### config.mk
export PLATFORM = sky130hd
export DESIGN_NAME = led_sequencer
export DESIGN_NICKNAME = d
export VERILOG_FILES = /design/src/rtl/led_sequencer.sv
export SDC_FILE = /design/constraint.sdc
export NUM_CORES = 1
export LEC_CHECK = 0
export CAP_MARGIN = 5
export CELL_PAD_IN_SITES_DETAIL_PLACEMENT = 0
export CELL_PAD_IN_SITES_GLOBAL_PLACEMENT = 1
export CORE_UTILIZATION = 30
export DETAILED_ROUTE_END_ITERATION = 10
export HOLD_SLACK_MARGIN = 0.06
export PLACE_DENSITY = 0.56
export SETUP_SLACK_MARGIN = 0.5
export SYNTH_ARGS = -nofsm -noshare
export SYNTH_HDL_FRONTEND = slang
export SYNTH_SLANG_ARGS = --single-unit
### constraint.sdc
create_clock -name CLOCK_50 -period 6.6 [get_ports CLOCK_50]
set_input_delay 0.66 -clock CLOCK_50 [delete_from_list [all_inputs] [get_ports CLOCK_50]]
set_output_delay 0.66 -clock CLOCK_50 [all_outputs]
set_load 0.01 [all_outputs]
### src/rtl/led_sequencer.sv
// ============================================================================
// led_sequencer
//
// Owns the two green board LEDs and plays timed blink patterns on them. A
// requester hands over a pattern mode and a step count through a valid/ready
// handshake. The block splits the clock into steps of DIV cycles, shows one
// pattern value per step, and pulses `done` when a finite run has finished.
// A run with count 0 goes on until a new command replaces it. A finite run
// cannot be interrupted by a new command.
//
// Parameters
//   DIV        clock cycles per pattern step (must be >= 1)
//
// Ports
//   CLOCK_50   in   1  board clock; all state changes on its rising edge
//   RESET_N    in   1  synchronous active-low reset
//   cmd_valid  in   1  a command is present on cmd_mode/cmd_count
//   cmd_mode   in   2  00 OFF, 01 BLINK, 10 ALT, 11 COUNT
//   cmd_count  in   8  number of steps to run, 0 = run until pre-empted
//   cmd_ready  out  1  a command is accepted this cycle if cmd_valid is high
//   LEDG       out  2  registered LED drive
//   busy       out  1  registered, high while a run is in progress
//   done       out  1  one-cycle pulse after a finite run completes
// ============================================================================
module led_sequencer #(
    parameter int DIV = 25_000_000
) (
    input  logic       CLOCK_50,
    input  logic       RESET_N,
    input  logic       cmd_valid,
    input  logic [1:0] cmd_mode,
    input  logic [7:0] cmd_count,
    output logic       cmd_ready,
    output logic [1:0] LEDG,
    output logic       busy,
    output logic       done
);

    // The prescaler needs at least one bit, even when DIV is 1.
    localparam int PW = (DIV > 1) ? $clog2(DIV) : 1;
    localparam logic [PW-1:0] PRESC_LAST = PW'(DIV - 1);

    localparam logic [1:0] MODE_OFF   = 2'b00;
    localparam logic [1:0] MODE_BLINK = 2'b01;
    localparam logic [1:0] MODE_ALT   = 2'b10;
    localparam logic [1:0] MODE_COUNT = 2'b11;

    typedef enum logic {
        ST_IDLE = 1'b0,
        ST_RUN  = 1'b1
    } state_e;

    state_e          state_q,     state_d;
    logic [1:0]      mode_q,      mode_d;
    logic [1:0]      step_q,      step_d;
    logic [7:0]      remaining_q, remaining_d;
    logic [PW-1:0]   presc_q,     presc_d;
    logic            infinite_q,  infinite_d;
    logic [1:0]      ledg_q,      ledg_d;
    logic            busy_q,      busy_d;
    logic            done_q,      done_d;

    logic            accept;

    // LED value shown for a given mode during a given step.
    function automatic logic [1:0] pattern(input logic [1:0] mode,
                                           input logic [1:0] step);
        logic [1:0] value;
        value = 2'b00;
        case (mode)
            MODE_OFF:   value = 2'b00;
            MODE_BLINK: value = step[0] ? 2'b00 : 2'b11;
            MODE_ALT:   value = step[0] ? 2'b10 : 2'b01;
            MODE_COUNT: value = step;
            default:    value = 2'b00;
        endcase
        return value;
    endfunction

    // State register. Reset also drops any command presented during reset,
    // and because done_q is cleared here an interrupted run never reports done.
    always_ff @(posedge CLOCK_50) begin
        if (!RESET_N) begin
            state_q     <= ST_IDLE;
            mode_q      <= MODE_OFF;
            step_q      <= 2'd0;
            remaining_q <= 8'd0;
            presc_q     <= '0;
            infinite_q  <= 1'b0;
            ledg_q      <= 2'b00;
            busy_q      <= 1'b0;
            done_q      <= 1'b0;
        end else begin
            state_q     <= state_d;
            mode_q      <= mode_d;
            step_q      <= step_d;
            remaining_q <= remaining_d;
            presc_q     <= presc_d;
            infinite_q  <= infinite_d;
            ledg_q      <= ledg_d;
            busy_q      <= busy_d;
            done_q      <= done_d;
        end
    end

    // Next-state logic. An accepted command always wins, so a command that
    // arrives during an infinite run restarts step and prescaler from zero.
    // A finite run ends on the prescaler wrap of its last step.
    always_comb begin
        state_d     = state_q;
        mode_d      = mode_q;
        step_d      = step_q;
        remaining_d = remaining_q;
        presc_d     = presc_q;
        infinite_d  = infinite_q;
        ledg_d      = ledg_q;
        done_d      = 1'b0;

        accept = cmd_valid && cmd_ready;

        if (accept) begin
            state_d     = ST_RUN;
            mode_d      = cmd_mode;
            step_d      = 2'd0;
            presc_d     = '0;
            remaining_d = cmd_count;
            infinite_d  = (cmd_count == 8'd0);
            ledg_d      = pattern(cmd_mode, 2'd0);
        end else if (state_q == ST_RUN) begin
            if (presc_q != PRESC_LAST) begin
                presc_d = presc_q + PW'(1);
            end else if (!infinite_q && remaining_q == 8'd1) begin
                state_d     = ST_IDLE;
                presc_d     = '0;
                step_d      = 2'd0;
                remaining_d = 8'd0;
                ledg_d      = 2'b00;
                done_d      = 1'b1;
            end else begin
                presc_d = '0;
                step_d  = step_q + 2'd1;
                if (!infinite_q) begin
                    remaining_d = remaining_q - 8'd1;
                end
                ledg_d  = pattern(mode_q, step_q + 2'd1);
            end
        end else begin
            ledg_d = 2'b00;
        end

        busy_d = (state_d == ST_RUN);
    end

    // Outputs. Only an idle block or an infinite run will take a command.
    always_comb begin
        cmd_ready = RESET_N && ((state_q == ST_IDLE) ||
                                (state_q == ST_RUN && infinite_q));
        LEDG      = ledg_q;
        busy      = busy_q;
        done      = done_q;
    end

endmodule

==> flow_summary.ini <==
[grt]
grt_pass1_wl_um = 9490
antenna_found_initial = 0
gr-usage-all-layers_pct = 15.7
grt_max_degree = 26
met1_usage_pct = 20.2
gr-usage-met3_pct = 3.17
first_global_vias = 1966
gr-total-overflow = 0
use_met2_pct = 26.1
grt_busiest_layer = met2

[sta]
post-route-period-util_pct = 45.3
max_clock_freq_mhz = 334
slew_viol_final = 0
finalSetupViolCount = 0
clock_skew_ps = 4.99
min_period_ps = 2990
rsz0062_at_grt = no
finalHoldViolations = 0
tightest_slew_ps = 1050
fin_setup_tns_ps = 0
max_slew_margin_pct = 30.1

[worst_hold_path]
worstHoldPathType = reg -> reg

[critical_path]
crit_path_max_fanout = 22
crit_cells = 3
startpoint_type = input pin
cpMostUsedCell = clkdlybuf4s50_1
required_ps = 5940
r2r_cells = 5
crit_path_end = cmd_ready
worstSetupStartpoint = RESET_N
cp_slowest_stage_delay_ps = 930
path_cells = clkdlybuf4s50_1 -> and2_1 -> clkdlybuf4s50_1
worstPathArrival_ps = 2330
rr_startpoint = busy
reg2reg_to = presc_q[12]
regToRegSetupSlack_ps = 3830
endpoint_kind = output port
path_class = in -> out
critPathBufInv = 2
crit_family = buffers and inverters
slowest_stage = clkdlybuf4s50_1

[logic_synthesis]
yosys_register_bits = 42
synth_enable_flop_cells = 0
yosys.area.top_type = dfxtp_1
mappedNetlistNets = 297
ys.flop_type = dfxtp_1
synth_compound_area_share_pct = 11.5
synth_top_cell_area_share_pct = 37.5
ys_types = 42
synthSimpleGateAreaFrac_pct = 33.7
synth_top_family_by_area = simple AND/OR/NAND/NOR gates
ys_top_cells_by_area = dfxtp_1 38%, nand2_1 5.9%, nor2_1 5.5%, xor2_1 5.1%, xnor2_1 4.7%
synth_xor_area_share_pct = 9.77
ys_warn_count = 0
synthArstFlopShare_pct = 0
synthAdderAreaFrac_pct = 2.23
netlist_area_mm2 = 0.00224
avgSynthCellArea_um2 = 8.00
synthCells = 280
ys_seq_area_share_pct = 37.5
muxShareOfSynthArea_pct = 0.949

[placed_design]
routabilityCongestion = 0.856
port_buffers = 17
hpwl_um = 4080
dpl_cell_area_mm2 = 0.00247

[floorplan]
boundaryPins = 18
start_util_pct = 30.9
core_mm2 = 0.00725
dieArea_mm2 = 0.00782
rows = 31
die_w_um = 88.4
die-height_um = 88.4

[power_and_ir_drop]
leakagePower_nw = 0.898
p_switching_w = 0.000133
p_comb_share_pct = 12.6
switching_share_pct = 26.4
ir_worst_vdd_mv = 0.0741
power_frac_clock_pct = 34.5
p_int_w = 0.000372
pwr-share-seq_pct = 52.9
p_per_area_mw_per_mm2 = 197

[finish]
final_layout_size_suffix_gt1_share_pct = 5.46
layout.nets = 309
utilization_pct = 35.3
area_growth_pct = 14.2
design_area_mm2 = 0.00256
antennaDiodeCount = 0
fill_cells = 790

[routing]
wirelength_um = 5640
routed_via_density = 5.07
post_drt_wl_per_cell_um = 14.4
vias = 1987
drt_iter0_markers = 134
drc_errors = 0
drt-pass1-iter-count = 4
detail-route-antenna-nets = 0

[run]
drv_cap = 0

[clock_network]
cts_buffers = 5
clkSlewWorstSetupHoldPaths_ps = 80
cts_tree = done
htreeDepth = 2
cts.hold.buffers_added = 0
cts_root_buf = clkbuf_8
clkSinkCount = 42
post_cts_buffers = 0
insertion_delay_ps = 290
clock_tree.buffer_depth = 2
cts-resized-gates = 0

[status]
outcome = complete, no violations
==> placed cells by master (no fill, tap or decap), types with 3 or more instances in the layout <==
cell / count
ha_1: 4
nor4_1: 5
nand4_1: 13
o31ai_1: 5
xor2_1: 13
nor3_1: 12
xnor2_1: 12
nand3_1: 15
clkbuf_8: 6
dfxtp_1: 42
o21ai_0: 12
nand2_1: 35
o2bb2ai_1: 4
or3_1: 3
and2_1: 4
and4_1: 4
a31oi_1: 9
clkdlybuf4s50_1: 17
inv_1: 8
and3_1: 10
nor2_1: 33
a21oi_1: 5
==> worst reg2reg max path: cells and delay by family (launching register included) <==
| kind | cells | cell delay [ps] |
|---|---|---|
| flops | 1 | 530 |
| simple gates | 5 | 2100 |
==> registers in the layout (all words and copies together), names as in the netlist <==
register / cells
presc_q: 25
remaining_q: 8
LEDG: 2
mode_q: 2
step_q: 2
busy: 1
done: 1
infinite_q: 1
==> power by group through the flow <==
stage / Sequential, W / Combinational [W] / Clock [W]
CTS: 0.000267 / 0.0000641 / 0.000183
global placement: 0.000273 / 0.0000645 / 0
floorplan: 0.000271 / 0.0000434 / 0
global route: 0.000269 / 0.0000716 / 0.000194
finish: 0.000267 / 0.0000637 / 0.000175
detailed placement: 0.000273 / 0.0000636 / 0
==> worst min-delay path by stage <==
stage	slack (ps)	cells past startpoint	from	to
floorplan	440	2	remaining_q[7]	remaining_q[7]
global placement	450	2	remaining_q[6]	remaining_q[6]
detailed placement	460	2	remaining_q[6]	remaining_q[6]
CTS	470	2	remaining_q[6]	remaining_q[6]
global route	510	2	remaining_q[7]	remaining_q[7]
finish	470	2	remaining_q[6]	remaining_q[6]
==> cell usage after synthesis (2+ instances only) <==
| master | n |
|---|---|
| dfxtp_1 | 42 |
| nand2_1 | 35 |
| nor2_1 | 33 |
| nand3_1 | 15 |
| nand4_1 | 13 |
| xor2_1 | 13 |
| nor3_1 | 12 |
| o21ai_0 | 12 |
| xnor2_1 | 12 |
| and3_1 | 10 |
| a31oi_1 | 9 |
| inv_1 | 8 |
| a21oi_1 | 5 |
| buf_2 | 5 |
| nor4_1 | 5 |
| o31ai_1 | 5 |
| and2_1 | 4 |
| and4_1 | 4 |
| clkbuf_1 | 4 |
| ha_1 | 4 |
| o2bb2ai_1 | 4 |
| or3_1 | 3 |
| a32oi_1 | 2 |
| buf_4 | 2 |
| or3_2 | 2 |
==> through the flow <==
step	setup slack [ps]	hold WS, ps	power [W]	std cells
2_1_floorplan	4500	438	0.000315	280
3_3_place_gp	3470	455	0.000338	384
3_5_place_dp	3420	457	0.000337	384
4_1_cts	3590	469	0.000515	392
5_1_grt	3490	508	0.000534	392
6_report	3610	470	0.000506	392
==> area by class of cell <==
cell class	instances	area (um2)	area share [%]
timing repair buffer	17	170	6.65
inverter	8	30.0	1.17
sequential	42	841	32.8
tap	99	124	4.84
multi-input combinational	218	1300	50.9
clock inverter	1	5.00	0.196
clock buffer	7	86.3	3.37
==> layer usage <==
layer,vias to the layer above,part of all wire [%]
met5,-,0
met4,0,1.9
met3,9,3.0
met2,29,45
met1,924,50
li1,1025,-
==> cells by family (layout without fill, tap and decap cells) <==
group,after synthesis,count (layout)
AO/OA/AOI/OAI,40,40
XOR/XNOR,25,25
adder cells (fa/ha/maj),4,4
buffers and inverters,20,33
flip-flops,42,42
multiplexers,2,2
AND/OR/NAND/NOR,147,147
No activity file was read; power rests on OpenSTA's default activity.
==> variant 1, RTL diff (config.mk and constraints unchanged) <==
Set the parameter `DIV` to 12_500_000 (it was 25_000_000).
--- a/src/rtl/led_sequencer.sv
+++ b/src/rtl/led_sequencer.sv
@@ -23,7 +23,7 @@
 //   done       out  1  one-cycle pulse after a finite run completes
 // ============================================================================
 module led_sequencer #(
-    parameter int DIV = 25_000_000
+    parameter int DIV = 12_500_000
 ) (
     input  logic       CLOCK_50,
     input  logic       RESET_N,
Check against the original RTL: same outputs for any inputs over 10 cycles, from zero or initial values and one cycle with RESET_N low; that may be too few to reach the edited logic, so the function may still have changed.
==> variant 1 against the unedited design <==
Routed wire length down 14%. Combinational power down 3.6%. Synthesized area down 4.9%. Fmax down 6.1%. Cell area down 2.2%. Synthesized cell count down 3.6%. Sequential cell count down 1. Setup slack worse by 0.20 ns. Power up 6.6%. Critical path type unchanged. Critical endpoint unchanged. Largest power group unchanged. Highest routed layer unchanged.
==> variant 1: results (changes against the unedited design) <==
Outcome: finished, final reports clean (unchanged)
Placement Setup Slack: 3.23 ns (was 3.42 ns)
Worst-path fanout max: 27 (was 22)
Final wirelength: 4.86 mm (was 5.64 mm)
Sw frac: 0.244 (was 0.264)
# fillers: 750 (was 790)
Layout Cells excl Fill: 380 (was 392)
Total number of H-tree levels: 2 (unchanged)
Routability cong.: 0.692 (was 0.856)
Buffer count from post-CTS setup fixing: 0 (unchanged)
Iter 0 DRT Violations: 96 (was 134)
Metal1 wirelength: 2.47 mm (was 2.84 mm)
Share of post-route cells with drive strength above 1: 0.0458 (was 0.0546)
Overall routing resource usage: 0.141 (was 0.157)
Met2 wire len: 2.13 mm (was 2.52 mm)
Synth area leaders: dfxtp_1, nand2_1, xnor2_1 (was dfxtp_1, nand2_1, nor2_1)
Worst Hold Class: flip-flop to flip-flop (unchanged)
First-pass GRT wire length: 8.32 mm (was 9.49 mm)
WP data arrival: 2.53 ns (was 2.33 ns)
Sum of negative setup slack: 0 ns (unchanged)
Largest registers: presc_q x24, remaining_q x8 (was presc_q x25, remaining_q x8)
Skew-Pair Late Insertion Delay: 0.29 ns (about the same)
Routing usage on met1: 0.186 (was 0.202)
Routed wl met3: 192 um (was 172 um)
Worst Skew: 0.00478 ns (was 0.00499 ns)
Vias in the first global route: 1755 (was 1966)
Largest net degree at the start of global routing: 28 (was 26)
Synthesized Nets: 287 (was 297)
Ys Warns: 0 (unchanged)
Vias/cell: 4.84 (was 5.07)
Commonest cells in the netlist: dfxtp_1, nand2_1, nor2_1, xnor2_1, nand3_1 (was dfxtp_1, nand2_1, nor2_1, nand3_1)
Number of cells after detailed placement: 372 (was 384)
Max VDD drop: 0.0947 mV (was 0.0741 mV)
Seq/Total Area, Yosys: 0.385 (was 0.375)
Met3 usage: 0.0324 (was 0.0317)
Syn Area/Cell: 7.90 sq um (was 8.00 sq um)
CTS Root Cell: clkbuf_8 (unchanged)
Nets@finish: 300 (was 309)
DP Wirelength: 3.43 mm (was 4.08 mm)
Cell variety after synth: 41 (was 42)
Grt met2 use: 0.228 (was 0.261)
P_leak: 0.000807 uW (was 0.000898 uW)
Worst slew pin tran: 0.950 ns (was 1.05 ns)
Diodes inserted: 0 (unchanged)
==> variant 1: cell type report <==
cell class | count | area share
repair buffers | 18 | 0.0709
well taps | 96 | 0.0480
inverters | 9 | 0.0135
clock buffers | 7 | 0.0345
multi-input cells | 208 | 0.494
flip-flops and latches | 41 | 0.328
clock inverters | 1 | 0.0120
==> variant 1: power groups by stage <==
stage	Clock, uW	Sequential, uW	Combinational (uW)
floorplan	0	267	42.1
global placement	0	271	62.9
detailed placement	0	271	62.1
CTS	220	265	62.5
global route	227	267	70.5
finish	213	265	61.4
==> variant 1: logic make-up after synthesis <==
group / after synthesis / synth area share
compound gates: 34 / 0.107
xor+xnor: 22 / 0.0904
fa+ha+maj: 4 / 0.0235
buf+inv: 21 / 0.0381
flops: 41 / 0.385
mux: 3 / 0.0147
simple gates: 145 / 0.342
==> variant 1: metrics by stage <==
step	instance area (sq um)	hold WS, ns	power (uW)	util
global route	2500	0.532	564	0.367
finish	2500	0.500	539	0.367
detailed placement	2390	0.493	333	0.350
floorplan	2130	0.459	309	-
global placement	2390	0.483	334	0.350
CTS	2500	0.506	547	0.367
==> variant 1: path summary, 6_finish.rpt <==
path | from | to | slack (ns) | depth (start not counted)
max | RESET_N | cmd_ready | 3.41 | 3
min | presc_q[14]$_SDFFE_PP0P_ | presc_q[14]$_SDFFE_PP0P_ | 0.50 | 2
max reg2reg | presc_q[6]$_SDFFE_PP0P_ | presc_q[5]$_SDFFE_PP0P_ | 3.94 | 5
min reg2reg | presc_q[14]$_SDFFE_PP0P_ | presc_q[14]$_SDFFE_PP0P_ | 0.50 | 2
==> variant 1: critical path, stage by stage <==
cell             delay [ns]
clkdlybuf4s50_1        1.09
and2_1                 0.23
clkdlybuf4s50_1        0.54
==> variant 2, RTL diff (same flow settings) <==
Made on the original files. Register the output `LEDG`, cleared by the reset; this adds one clock of latency there. The other outputs are not delayed to match. Comments in the files are not updated.
--- a/src/rtl/led_sequencer.sv
+++ b/src/rtl/led_sequencer.sv
@@ -49,6 +49,8 @@
         ST_IDLE = 1'b0,
         ST_RUN  = 1'b1
     } state_e;
+
+    logic [1:0] LEDG_d;
 
     state_e          state_q,     state_d;
     logic [1:0]      mode_q,      mode_d;
@@ -155,10 +157,18 @@
     always_comb begin
         cmd_ready = RESET_N && ((state_q == ST_IDLE) ||
                                 (state_q == ST_RUN && infinite_q));
-        LEDG      = ledg_q;
+        LEDG_d    = ledg_q;
         busy      = busy_q;
         done      = done_q;
     end
 
+    always_ff @(posedge CLOCK_50) begin
+        if (!RESET_N) begin
+            LEDG <= '0;
+        end else begin
+            LEDG <= LEDG_d;
+        end
+    end
+
 endmodule
 
Behaviour: not the same (a bounded check fails within 4 cycles, from zero or initial values and one cycle with RESET_N low).
==> variant 2 against the unedited design <==
Power increased by 11%. Via count decreased by 0.81%. Critical path depth increased by 2. Synthesized cell count unchanged. First-iteration DRC count decreased by 41%. Setup slack got worse by 0.021 ns. Core utilization increased by 1.1 points. Routed wire length decreased by 1.3%. Fmax decreased by 0.70%. Cell area increased by 4.8%. Sequential cell count increased by 2. Synthesized area increased by 3.7%. Final cell count unchanged. Critical path type is now input pin to flip-flop. Largest cell class unchanged. Highest routed layer unchanged.
==> variant 2: results (changes against the unedited design) <==
Outcome: finished, final reports clean (unchanged)
Max VDD drop: 0.0648 mV (was 0.0741 mV)
CP peak stage delay: 0.82 ns (was 0.93 ns)
Routability cong.: 0.765 (was 0.856)
Comb. pwr: 60.7 uW (was 63.7 uW)
P_leak: 0.000888 uW (was 0.000898 uW)
Seq Cell Count: 44 (was 42)
Critical R2R Capture: remaining_q[5]$_SDFFE_PN0P_ (was presc_q[12]$_SDFFE_PP0P_)
CLK BUF: 5 (was 7)
Commonest cells in the netlist: dfxtp_1, nor2_1, nand2_1, xnor2_1, nand3_1 (was dfxtp_1, nand2_1, nor2_1, nand3_1)
Pwr Total: 560 uW (was 506 uW)
Worst slew pin tran: 1.14 ns (was 1.05 ns)
Skew-Pair Late Insertion Delay: 0.31 ns (was 0.29 ns)
Vias in the first global route: 1813 (was 1966)
Seq/Total Area, Yosys: 0.379 (was 0.375)
Overall routing resource usage: 0.143 (was 0.157)
Inverters: 9 (was 8)
Crit path to: presc_q[6]$_SDFFE_PP0P_ (was cmd_ready)
First-pass GRT wire length: 9.19 mm (was 9.49 mm)
Iter 0 DRT Violations: 79 (was 134)
NonClk Buf Share: 0.0634 (was 0.0665)
R2r setup slk: 3.96 ns (was 3.83 ns)
Cell variety after synth: 45 (was 42)
Final clock-cell share: 0.0415 (was 0.0357)
Synth area leaders: dfxtp_1, xnor2_1, nor2_1 (was dfxtp_1, nand2_1, nor2_1)
Multi-In Gates: 215 (was 218)
DR pass1 iterations: 5 (was 4)
Multi-input gate area: 1360 sq um (was 1300 sq um)
Post-synth top area share: 0.379 (was 0.375)
DP Wirelength: 3.99 mm (was 4.08 mm)
Worst-path fanout max: 21 (was 22)
Internal: 416 uW (was 372 uW)
Final wirelength: 5.57 mm (was 5.64 mm)
Share of post-route cells with drive strength above 1: 0.0751 (was 0.0546)
# fillers: 764 (was 790)
CP Class: input pin to flip-flop (was input pin to output port)
WP data arrival: 3.17 ns (was 2.33 ns)
Clock slew at reported path FFs: 0.10 ns (was 0.08 ns)
-- variant 2: layer usage --
layer	vias to the layer above	share of wire	global-route usage
li1	1014	-	-
met1	923	0.55	0.218
met2	25	0.40	0.190
met3	9	0.027	0.0271
met4	0	0.018	0.0578
met5	-	0	0
-- variant 2: logic make-up after synthesis --
kind of cell,count (synthesis),synth area share
flip-flops,44,0.379
buffers and inverters,21,0.0345
adder cells (fa/ha/maj),4,0.0215
AO/OA/AOI/OAI,31,0.0846
XOR/XNOR,25,0.0942
AND/OR/NAND/NOR,150,0.364
multiplexers,5,0.0221
-- variant 2: through the flow --
| stage | instances | setup slack (ns) | hold slack [ns] | cell area [sq um] |
|---|---|---|---|---|
| after floorplan | 280 | 4.61 | 0.420 | 2320 |
| after global placement | 384 | 3.28 | 0.452 | 2570 |
| after detailed placement | 384 | 3.20 | 0.444 | 2570 |
| after CTS | 392 | 3.53 | 0.468 | 2680 |
| after global routing | 392 | 3.35 | 0.500 | 2680 |
| final | 392 | 3.59 | 0.465 | 2680 |
-- variant 2: how the worst min path moves through the flow --
stage / from / end / slack [ns] / cells past startpoint
CTS: LEDG_d[1]$_SDFFE_PN0P_ / LEDG[1]$_SDFF_PN0_ / 0.47 / 1
global route: LEDG_d[1]$_SDFFE_PN0P_ / LEDG[1]$_SDFF_PN0_ / 0.50 / 1
finish: LEDG_d[1]$_SDFFE_PN0P_ / LEDG[1]$_SDFF_PN0_ / 0.46 / 1
floorplan: LEDG_d[0]$_SDFFE_PN0P_ / LEDG[0]$_SDFF_PN0_ / 0.42 / 1
detailed placement: LEDG_d[1]$_SDFFE_PN0P_ / LEDG[1]$_SDFF_PN0_ / 0.44 / 1
global placement: LEDG_d[0]$_SDFFE_PN0P_ / LEDG[0]$_SDFF_PN0_ / 0.45 / 1
